===== config.mk =====
export PLATFORM = sky130hd
export DESIGN_NAME = adc_pulse_emulator
export DESIGN_NICKNAME = d
export VERILOG_FILES = /design/src/rtl/adc_pulse_emulator.sv
export SDC_FILE = /design/constraint.sdc
export NUM_CORES = 2
export LEC_CHECK = 0
export BUFFER_PORTS_ARGS = -buffer_cell sky130_fd_sc_hd__buf_2
export CORE_AREA = 2 2 456 232
export CTS_CLUSTER_SIZE = 30
export DETAILED_ROUTE_END_ITERATION = 7
export DIE_AREA = 0 0 458 234
export GPL_ROUTABILITY_DRIVEN = 0
export GPL_TIMING_DRIVEN = 1
export PLACE_DENSITY = 0.68
export SYNTH_ARGS = -nofsm -noshare
export SYNTH_HDL_FRONTEND = slang
export SYNTH_SLANG_ARGS = --single-unit

===== constraint.sdc =====
create_clock -name rxclk -period 10.4 [get_ports rxclk]
set_clock_uncertainty 0.05 [all_clocks]
set_input_delay 1.56 -clock rxclk [delete_from_list [all_inputs] [get_ports rxclk]]
set_output_delay 1.56 -clock rxclk [all_outputs]
set_load 0.01 [all_outputs]

===== src/rtl/adc_pulse_emulator.sv =====
// -----------------------------------------------------------------------------
// adc_pulse_emulator
//
// Synthetic 4-channel ADC source. It replaces the JESD ADC core output so that
// the trigger / time-of-flight logic can be exercised in closed loop. Each clock
// carries two signed samples per channel: sample 0 in [15:0], sample 1 in [31:16].
// Channels A/B/C carry baseline plus an optional pulse (A, then B, then C, each
// after a programmable delay) and optional 4-bit LFSR noise. Channel D carries
// the raw LFSR state as a noise reference.
//
// Ports
//   rxclk, rxrstn            sample clock, asynchronous active-low reset
//   emu_enable               rising edge latches config and starts; low aborts
//   emu_single               1 = one frame then DONE, 0 = free-running frames
//   cfg_baseline             signed baseline for A/B/C
//   cfg_amp_a/b/c            signed pulse amplitude added to the baseline
//   cfg_width                pulse width in samples (0 = no pulses)
//   cfg_delay_a/ab/bc        pulse start offsets in samples (chained)
//   cfg_period               frame length in samples (LSB ignored, min 2)
//   cfg_noise_en             add LFSR noise to A/B/C
//   adc_data_a..d            sample pairs
//   adc_valid_a..d,
//   adc_enable_a..d, busy    high while a run produces data
//   frame_start              strobe with the first word of every frame
//   frame_cnt                completed frames since the last start
// -----------------------------------------------------------------------------
module adc_pulse_emulator #(
    parameter int          ADC_DATA_WIDTH = 16,
    parameter logic [15:0] LFSR_SEED      = 16'hACE1
) (
    input  logic                          rxclk,
    input  logic                          rxrstn,
    input  logic                          emu_enable,
    input  logic                          emu_single,
    input  logic [ADC_DATA_WIDTH-1:0]     cfg_baseline,
    input  logic [ADC_DATA_WIDTH-1:0]     cfg_amp_a,
    input  logic [ADC_DATA_WIDTH-1:0]     cfg_amp_b,
    input  logic [ADC_DATA_WIDTH-1:0]     cfg_amp_c,
    input  logic [15:0]                   cfg_width,
    input  logic [31:0]                   cfg_delay_a,
    input  logic [31:0]                   cfg_delay_ab,
    input  logic [31:0]                   cfg_delay_bc,
    input  logic [31:0]                   cfg_period,
    input  logic                          cfg_noise_en,
    output logic [2*ADC_DATA_WIDTH-1:0]   adc_data_a,
    output logic [2*ADC_DATA_WIDTH-1:0]   adc_data_b,
    output logic [2*ADC_DATA_WIDTH-1:0]   adc_data_c,
    output logic [2*ADC_DATA_WIDTH-1:0]   adc_data_d,
    output logic                          adc_valid_a,
    output logic                          adc_valid_b,
    output logic                          adc_valid_c,
    output logic                          adc_valid_d,
    output logic                          adc_enable_a,
    output logic                          adc_enable_b,
    output logic                          adc_enable_c,
    output logic                          adc_enable_d,
    output logic                          frame_start,
    output logic [31:0]                   frame_cnt,
    output logic                          busy
);

    localparam int W = ADC_DATA_WIDTH;
    localparam logic signed [W+1:0] SAT_MAX = $signed({3'b000, {(W-1){1'b1}}});
    localparam logic signed [W+1:0] SAT_MIN = $signed({3'b111, {(W-1){1'b0}}});

    typedef enum logic [1:0] {S_IDLE, S_RUN, S_DONE} state_t;

    state_t               r_state, w_state_nxt;
    logic                 r_en_d;
    logic                 r_single, r_noise;
    logic signed [W-1:0]  r_base, r_amp_a, r_amp_b, r_amp_c;
    logic [15:0]          r_width;
    logic [31:0]          r_sa, r_sb, r_sc, r_period, r_t;
    logic [15:0]          r_lfsr;
    logic [2*W-1:0]       r_data_a, r_data_b, r_data_c, r_data_d;
    logic                 r_valid, r_fs;
    logic [31:0]          r_frame_cnt;

    // Clamp to the W-bit signed range. Two guard bits so that
    // baseline + amplitude + noise can never overflow the intermediate.
    function automatic logic signed [W-1:0] sat(input logic signed [W+1:0] v);
        if (v > SAT_MAX)      return {1'b0, {(W-1){1'b1}}};
        else if (v < SAT_MIN) return {1'b1, {(W-1){1'b0}}};
        else                  return v[W-1:0];
    endfunction

    // 33-bit window test so that start + width never wraps.
    function automatic logic in_pulse(input logic [31:0] s, input logic [15:0] wd,
                                      input logic [32:0] ti);
        return ({1'b0, s} <= ti) && (ti < ({1'b0, s} + {17'd0, wd}));
    endfunction

    function automatic logic [W-1:0] chan_sample(input logic signed [W-1:0] base,
                                                 input logic signed [W-1:0] amp,
                                                 input logic hit,
                                                 input logic [3:0] nz,
                                                 input logic nz_en);
        logic signed [W+1:0] acc;
        acc = {{2{base[W-1]}}, base};
        if (hit)   acc = acc + {{2{amp[W-1]}}, amp};
        if (nz_en) acc = acc + {{(W-2){nz[3]}}, nz};
        return sat(acc);
    endfunction

    logic        w_start, w_run_act, w_wrap;
    logic [32:0] w_t0, w_t1;
    logic [31:0] w_p_raw, w_p_eff, w_sb, w_sc;
    logic [15:0] w_lfsr_nxt;
    logic [2*W-1:0] w_a, w_b, w_c, w_d;

    assign w_start   = emu_enable & ~r_en_d;
    assign w_run_act = (r_state == S_RUN) && emu_enable;
    assign w_t0      = {1'b0, r_t};
    assign w_t1      = {1'b0, r_t} + 33'd1;
    // The period is always even so that a frame holds a whole number of words.
    assign w_wrap    = ({1'b0, r_t} + 33'd2) >= {1'b0, r_period};
    assign w_p_raw   = cfg_period & 32'hFFFF_FFFE;
    assign w_p_eff   = (w_p_raw < 32'd2) ? 32'd2 : w_p_raw;
    assign w_sb      = cfg_delay_a + cfg_delay_ab;
    assign w_sc      = w_sb + cfg_delay_bc;
    // x^16 + x^14 + x^13 + x^11, shifting towards the MSB.
    assign w_lfsr_nxt = {r_lfsr[14:0], r_lfsr[15] ^ r_lfsr[13] ^ r_lfsr[12] ^ r_lfsr[10]};

    assign w_a = {chan_sample(r_base, r_amp_a, in_pulse(r_sa, r_width, w_t1), r_lfsr[7:4], r_noise),
                  chan_sample(r_base, r_amp_a, in_pulse(r_sa, r_width, w_t0), r_lfsr[3:0], r_noise)};
    assign w_b = {chan_sample(r_base, r_amp_b, in_pulse(r_sb, r_width, w_t1), r_lfsr[7:4], r_noise),
                  chan_sample(r_base, r_amp_b, in_pulse(r_sb, r_width, w_t0), r_lfsr[3:0], r_noise)};
    assign w_c = {chan_sample(r_base, r_amp_c, in_pulse(r_sc, r_width, w_t1), r_lfsr[7:4], r_noise),
                  chan_sample(r_base, r_amp_c, in_pulse(r_sc, r_width, w_t0), r_lfsr[3:0], r_noise)};
    // Noise reference: low LFSR byte is sample 0, high byte is sample 1, both sign-extended.
    assign w_d = {{(W-8){r_lfsr[15]}}, r_lfsr[15:8], {(W-8){r_lfsr[7]}}, r_lfsr[7:0]};

    always_comb begin
        w_state_nxt = r_state;
        case (r_state)
            S_IDLE: if (w_start) w_state_nxt = S_RUN;
            S_RUN: begin
                if (!emu_enable)            w_state_nxt = S_IDLE;
                else if (w_wrap && r_single) w_state_nxt = S_DONE;
            end
            S_DONE: if (!emu_enable) w_state_nxt = S_IDLE;
            default: w_state_nxt = S_IDLE;
        endcase
    end

    always_ff @(posedge rxclk or negedge rxrstn) begin
        if (!rxrstn) begin
            r_state     <= S_IDLE;
            r_en_d      <= 1'b0;
            r_single    <= 1'b0;
            r_noise     <= 1'b0;
            r_base      <= '0;
            r_amp_a     <= '0;
            r_amp_b     <= '0;
            r_amp_c     <= '0;
            r_width     <= '0;
            r_sa        <= '0;
            r_sb        <= '0;
            r_sc        <= '0;
            r_period    <= 32'd2;
            r_t         <= '0;
            r_lfsr      <= LFSR_SEED;
            r_data_a    <= '0;
            r_data_b    <= '0;
            r_data_c    <= '0;
            r_data_d    <= '0;
            r_valid     <= 1'b0;
            r_fs        <= 1'b0;
            r_frame_cnt <= '0;
        end else begin
            r_state <= w_state_nxt;
            r_en_d  <= emu_enable;

            if (r_state == S_IDLE && w_start) begin
                r_single    <= emu_single;
                r_noise     <= cfg_noise_en;
                r_base      <= cfg_baseline;
                r_amp_a     <= cfg_amp_a;
                r_amp_b     <= cfg_amp_b;
                r_amp_c     <= cfg_amp_c;
                r_width     <= cfg_width;
                r_sa        <= cfg_delay_a;
                r_sb        <= w_sb;
                r_sc        <= w_sc;
                r_period    <= w_p_eff;
                r_t         <= '0;
                r_lfsr      <= LFSR_SEED;
                r_frame_cnt <= '0;
            end

            if (w_run_act) begin
                r_lfsr <= w_lfsr_nxt;
                if (w_wrap) begin
                    r_t         <= '0;
                    r_frame_cnt <= r_frame_cnt + 32'd1;
                end else begin
                    r_t <= r_t + 32'd2;
                end
            end

            // Output word for (t, t+1) lands one clock after t is presented.
            if (w_run_act) begin
                r_data_a <= w_a;
                r_data_b <= w_b;
                r_data_c <= w_c;
                r_data_d <= w_d;
                r_valid  <= 1'b1;
                r_fs     <= (r_t == 32'd0);
            end else if (r_state == S_DONE) begin
                r_data_a <= {r_base, r_base};
                r_data_b <= {r_base, r_base};
                r_data_c <= {r_base, r_base};
                r_data_d <= {r_base, r_base};
                r_valid  <= 1'b0;
                r_fs     <= 1'b0;
            end else begin
                r_data_a <= '0;
                r_data_b <= '0;
                r_data_c <= '0;
                r_data_d <= '0;
                r_valid  <= 1'b0;
                r_fs     <= 1'b0;
            end
        end
    end

    assign adc_data_a   = r_data_a;
    assign adc_data_b   = r_data_b;
    assign adc_data_c   = r_data_c;
    assign adc_data_d   = r_data_d;
    assign adc_valid_a  = r_valid;
    assign adc_valid_b  = r_valid;
    assign adc_valid_c  = r_valid;
    assign adc_valid_d  = r_valid;
    assign adc_enable_a = r_valid;
    assign adc_enable_b = r_valid;
    assign adc_enable_c = r_valid;
    assign adc_enable_d = r_valid;
    assign busy         = r_valid;
    assign frame_start  = r_fs;
    assign frame_cnt    = r_frame_cnt;

endmodule


== Word-level counts from Yosys, hierarchy flattened ==
Cells that the tools add are included.

* Register bits after elaboration: 423
* Output and inout bits: 170
* Input bits: 213
* Logic and storage cells: 134

* Mux-type cells: 45
* Add/subtract/negate cells: 18
* Reduce and logical (&&, ||, !) cells: 13
* Eq/ne operators: 5
* Magnitude comparators: 26
* Bitwise logic cells: 5

{| class="wikitable"
|+ Operators by type and width
! operator !! count
|-
| two-way mux 32 bit || 12
|-
| two-way mux 16 bit || 14
|-
| two-way mux 18 bit || 12
|-
| adder 18 bit || 6
|-
| > comparator 18 x 16 -> 1 bit, second input constant || 6
|-
| less-than comparator 18 x 16 -> 1 bit, second input constant || 6
|-
| adder 32 x 16 -> 33 bit || 3
|-
| less-or-equal comparator 32 x 33 -> 1 bit || 3
|-
| less-than comparator 32 x 33 -> 1 bit || 3
|-
| less-than comparator 33 bit || 3
|-
| less-or-equal comparator 32 bit || 3
|-
| adder 32 bit || 2
|-
| adder 16 x 16 -> 17 bit || 3
|-
| adder 32 x 1 -> 33 bit, second input constant || 1
|-
| adder 32 x 2 -> 33 bit, second input constant || 1
|-
| greater-or-equal comparator 33 x 32 -> 1 bit || 1
|-
| adder 32 x 1 -> 32 bit, second input constant || 1
|-
| adder 32 x 2 -> 32 bit, second input constant || 1
|-
| logical NOT 32 bit || 1
|-
| less-than comparator 32 x 2 -> 1 bit, second input constant || 1
|-
| logical AND 1 bit || 9
|-
| two-way mux 2 bit || 4
|-
| one-hot mux 2 bit (3 select lines) || 1
|-
| != test 2 bit, second input constant || 2
|-
| 10 further kinds || 13
|}

== Depth between registers and ports, before layout ==
* Depth after elaboration: 10
* Depth in mapped cells: 39
* Gate-level depth less buffers: 37

== Worst setup path after synthesis ==
OpenSTA, ideal clock, no wires.

* Path type: flip-flop to flip-flop
* Start point: reg r_width[0]
* End point: reg r_data_b[0], in the netlist adc_data_b[0]
* Required time: 10.246 ns
* Stages on the path, launching flop included: 38
* Path buffers: 2
* Setup time: 0.104 ns
* Setup slack: 2.620 ns
* Data arrival time: 7.626 ns
* Period minus slack after synthesis: 7.780 ns
* Cell sequence: dfrtp_1 > ha_1 > fa_1 > a211oi_1 > nor2_1 > o31ai_2 > a21oi_1 > a21oi_1 > nor2_1 > nor2_1 > nor2b_1 > o21a_1 > nor2_1 > xor2_1 > ha_1 > a21o_1 > a21o_1 > a21oi_1 > (+2 left out) > maj3_1 > maj3_1 > a311o_1 > buf_2 > mux2_1 > ha_1 > a21o_1 > a21oi_1 > nor2b_1 > or3_1 > a41o_1 > o211a_1 > o21ai_0 > o211ai_1 > o31a_1 > buf_2 > nand2b_4 > o311ai_1

* Word-level cells in the longest chain between the ends: 10

{| class="wikitable"
|+ RTL lines
! element !! line !! source
|-
| start, declared || 72 || <nowiki>logic [15:0] r_width;</nowiki>
|-
| start signal, assigned || 181 || <nowiki>r_width <= cfg_width;</nowiki>
|-
| adder 32 x 16 -> 33 bit * || 90 || <nowiki>return ({1'b0, s} <= ti) && (ti < ({1'b0, s} + {17'd0, wd}));</nowiki>
|-
| less-than comparator 32 x 33 -> 1 bit * || 90 ||
|-
| logical AND 1 bit * || 90 ||
|-
| two-way mux 18 bit * || 100 || <nowiki>if (hit) acc = acc + {{2{amp[W-1]}}, amp};</nowiki>
|-
| adder 18 bit || 101 || <nowiki>if (nz_en) acc = acc + {{(W-2){nz[3]}}, nz};</nowiki>
|-
| two-way mux 18 bit * || 101 ||
|-
| less-than comparator 18 x 16 -> 1 bit || 83 || <nowiki>else if (v < SAT_MIN) return {1'b1, {(W-1){1'b0}}};</nowiki>
|-
| two-way mux 16 bit || 83 ||
|-
| two-way mux 16 bit * || 82 || <nowiki>if (v > SAT_MAX) return {1'b0, {(W-1){1'b1}}};</nowiki>
|-
| two-way mux 32 bit * || 202 || <nowiki>if (w_run_act) begin</nowiki>
|-
| end signal, assigned || 204 || <nowiki>r_data_b <= w_b;</nowiki>
|-
| end signal, assigned || 211 || <nowiki>r_data_b <= {r_base, r_base};</nowiki>
|-
| end, declared || 75 || <nowiki>logic [2*W-1:0] r_data_a, r_data_b, r_data_c, r_data_d;</nowiki>
|}

Mark *: on every way between the ends. The rest lies on a longest branch, timed or not.
A chain may end at the register's enable or synchronous reset.

== Worst setup path after layout ==
* Start point: reg r_width[1]
* End point: reg r_data_b[23], in the netlist adc_data_b[23]

* Word-level cells in the longest chain between the ends: 10

{| class="wikitable"
|+ RTL lines
! element !! line
|-
| adder 32 x 16 -> 33 bit * || 90
|-
| less-than comparator 33 bit * || 90
|-
| logical AND 1 bit * || 90
|-
| two-way mux 18 bit * || 100
|-
| adder 18 bit || 101
|-
| two-way mux 18 bit * || 101
|-
| less-than comparator 18 x 16 -> 1 bit || 83
|-
| two-way mux 16 bit || 83
|-
| two-way mux 16 bit * || 82
|-
| two-way mux 32 bit * || 202
|}

Marked as above.

==> impl_metrics.tcl <==
set metrics [dict create \
    fmax_mhz 103 \
    wl_per_cell_um 24.2 \
    endpoint_kind "register" \
    grt_antenna_before_repair 7 \
    setup_viol 0 \
    dp_cells 6486 \
    min_path_type "register to register" \
    netlist_instances 4845 \
    multiInputGateArea_mm2 0.0289 \
    cts_buffers 46 \
    ys.flop_type "dfrtp_1" \
    clk_latency_ps 640 \
    cp-start-kind "register" \
    vias_per_cell 6.04 \
    crit_path_frequent_cell "ha_1" \
    reg2reg_depth 32 \
    dieArea_mm2 0.107 \
    n_fill_cell 10100 \
    cp.depth 32 \
    synth.cell_area_mm2 0.0409 \
    finalHoldViolCount 0 \
    grt_pass1_wl_mm 229 \
    fin_setup_tns_ps 0 \
    cp_data_required_time_ps 10900 \
    synth_top_area_share_pct 25.2 \
    cp-startpoint "r_width[1]" \
    synth_edf_count 0 \
    async_reset_ff_share_pct 100 \
    powerDensity_mw_per_mm2 278 \
    status "finished, violations left" \
    track_usage_pct 28.5 \
    cts_sinks 421 \
    finalPower_mw 12.8 \
    reg2reg_slack_ps 720 \
    crit_type "register to register" \
    slew_headroom_pct 2.49 \
    fin_cells 6572 \
    finalCritPeriodShare_pct 93.1 \
    vdd_drop_max_mv 0.144 \
    cts_tree "yes" \
    timing.final.crit_period_ps 9680 \
    die_y_um 234 \
    row_count 84 \
    syn_to_final_growth_pct 12.1 \
    cts_max_level 2 \
    cp_top_family "compound AO/OA/AOI/OAI gates" \
    ys_ff_latch 421 \
    grt_pass1_vias 35600 \
    wl_mm 159 \
    synth_top_cell_by_area "dfrtp_1" \
    drt_iter0_drc 5001 \
    ant_nets 0 \
    leakagePower_nw 23.0 \
    path_clk_slew_ps 60 \
    tightestPinTransition_ps 1450 \
    drt-pass1-iter-count 8 \
    cap_violations 0 \
    vias 39700 \
    synth_most_common_cell "nand2_1" \
    ys.warnings.count 0 \
    io_pins 383 \
    synth_area_leaders "dfrtp_1 25%, ha_1 20%, nand2_1 7.5%, xnor2_1 3.7%, o21ai_0 3.7%" \
    grt_start_max_net_pins 146 \
    overflow 0 \
    cts_setup_buffers 0 \
    violations "DRC" \
    r2r-end "adc_data_b[23]" \
    drive_above_1_share_pct 13.3 \
    max_stage_delay_ps 810 \
    synth.top_cells.by_count "819 x nand2_1, 656 x ha_1, 412 x dfrtp_1" \
    ctsHoldBuffers 0 \
    rsz0062_at_grt "false" \
    cts_resized 0 \
    cp-endpoint "adc_data_b[23]" \
    clockRootBuffer "clkbuf_16" \
    path_max_fanout 28 \
    final_core_util_pct 44.2 \
    portBuffers 381 \
    drv_slew 0 \
    crit_buf_inv 1 \
    hpwl_mm 129 \
    initial_utilization_pct 39.4 \
    fp.dieW_um 458 \
    core_mm2 0.104 \
    cts_buffer_depth 3 \
    cp_slowest_cell "nor3b_2" \
    avgSynthCellArea_um2 8.43 \
    drc 1 \
    worstReg2RegStart "r_width[1]" \
    nNetsFinal 6041 \
    synth_cell_types 104 \
    ff_latch_area_mm2 0.0106 \
    arrival_ps 10180 \
    yosysSeqAreaShare_pct 25.8 \
]
-- layout make-up --
class / instances / area share (%)
flip-flops and latches: 421 / 23.0
multi-input cells: 4052 / 63.1
diodes: 4 / 0.0219
well taps: 1376 / 3.76
repair buffers: 449 / 5.35
clock inverters: 20 / 0.437
clock buffers: 62 / 2.80
inverters: 188 / 1.54
-- metal layers --
metal / wire, µm / GRT usage [%] / part of all wire (%)
met1: 75300 / 44.2 / 47
met2: 51900 / 32.4 / 33
met3: 29000 / 16.3 / 18
met4: 2510 / 4.52 / 1.6
met5: 135 / 0 / 0.085
-- through the flow --
step	hold slack (ps)	instance area [µm²]	setup slack [ps]
CTS	435	45800	689
global route	450	45800	108
floorplan	387	40900	2620
detailed placement	421	44300	733
finish	433	45800	717
global placement	411	44300	958
-- flip-flops by register name (all words and copies together) (netlist names) --
signal / flops
adc_data_a: 32
adc_data_b: 32
adc_data_c: 32
adc_data_d: 32
adc_enable_a: 1
frame_cnt: 32
frame_start: 1
r_amp_a: 16
r_amp_b: 16
r_amp_c: 16
r_base: 16
r_en_d: 1
r_lfsr: 16
r_noise: 1
r_period: 31
r_sa: 32
r_sb: 32
r_sc: 32
r_single: 1
r_state: 2
r_t: 31
r_width: 16
-- worst min-delay path by stage --
| stage | from | to | slack [ps] | cells after the start |
|---|---|---|---|---|
| global placement | r_lfsr[8] | r_lfsr[8] | 410 | 2 |
| detailed placement | r_lfsr[14] | r_lfsr[14] | 420 | 2 |
| finish | r_period[1] | r_period[1] | 430 | 2 |
| floorplan | r_period[1] | r_period[1] | 390 | 2 |
| CTS | r_lfsr[14] | r_lfsr[14] | 430 | 2 |
| global route | r_amp_c[5] | r_amp_c[5] | 450 | 2 |
-- cell families (layout without fill, tap and decap cells) --
family | after synthesis | after routing | synth area share (%)
AOI/OAI and AO/OA | 1308 | 1308 | 21.2
buffers and inverters | 374 | 719 | 3.64
other | 1 | 7 | 0.00918
adders and majority gates | 677 | 677 | 20.9
DFF | 421 | 421 | 25.8
xor gates and xnor gates | 280 | 280 | 6.00
muxes | 138 | 138 | 3.76
and+or+nand+nor | 1646 | 1646 | 18.6
-- power breakdown --
group	switching [mW]	internal (mW)
combinational	5.05	3.30
clock	0.770	0.924
sequential	0.677	2.03
-- cell usage in the layout, fill, tap and decap left out, drive strengths merged, types with 55 or more instances in the layout --
cell      n
nand2   819
ha      656
buf     449
dfrtp   412
o21ai   312
a21oi   272
nor2    214
a21o    196
inv     192
xnor2   172
nand3   140
xor2    108
mux2    106
nand4    91
o211ai   89
nor3     70
o21a     66
a211oi   66
clkbuf   62
nor2b    55
-- worst register-to-register path, delay by kind of cell, from the launching register on --
family / cells / cell delay, ps
xor gates and xnor gates: 1 / 230
buffers and inverters: 1 / 350
DFF: 1 / 590
adders and majority gates: 4 / 1280
AOI/OAI and AO/OA: 17 / 4870
and+or+nand+nor: 8 / 1810
muxes: 1 / 400
(Power assumes the default switching activity.)
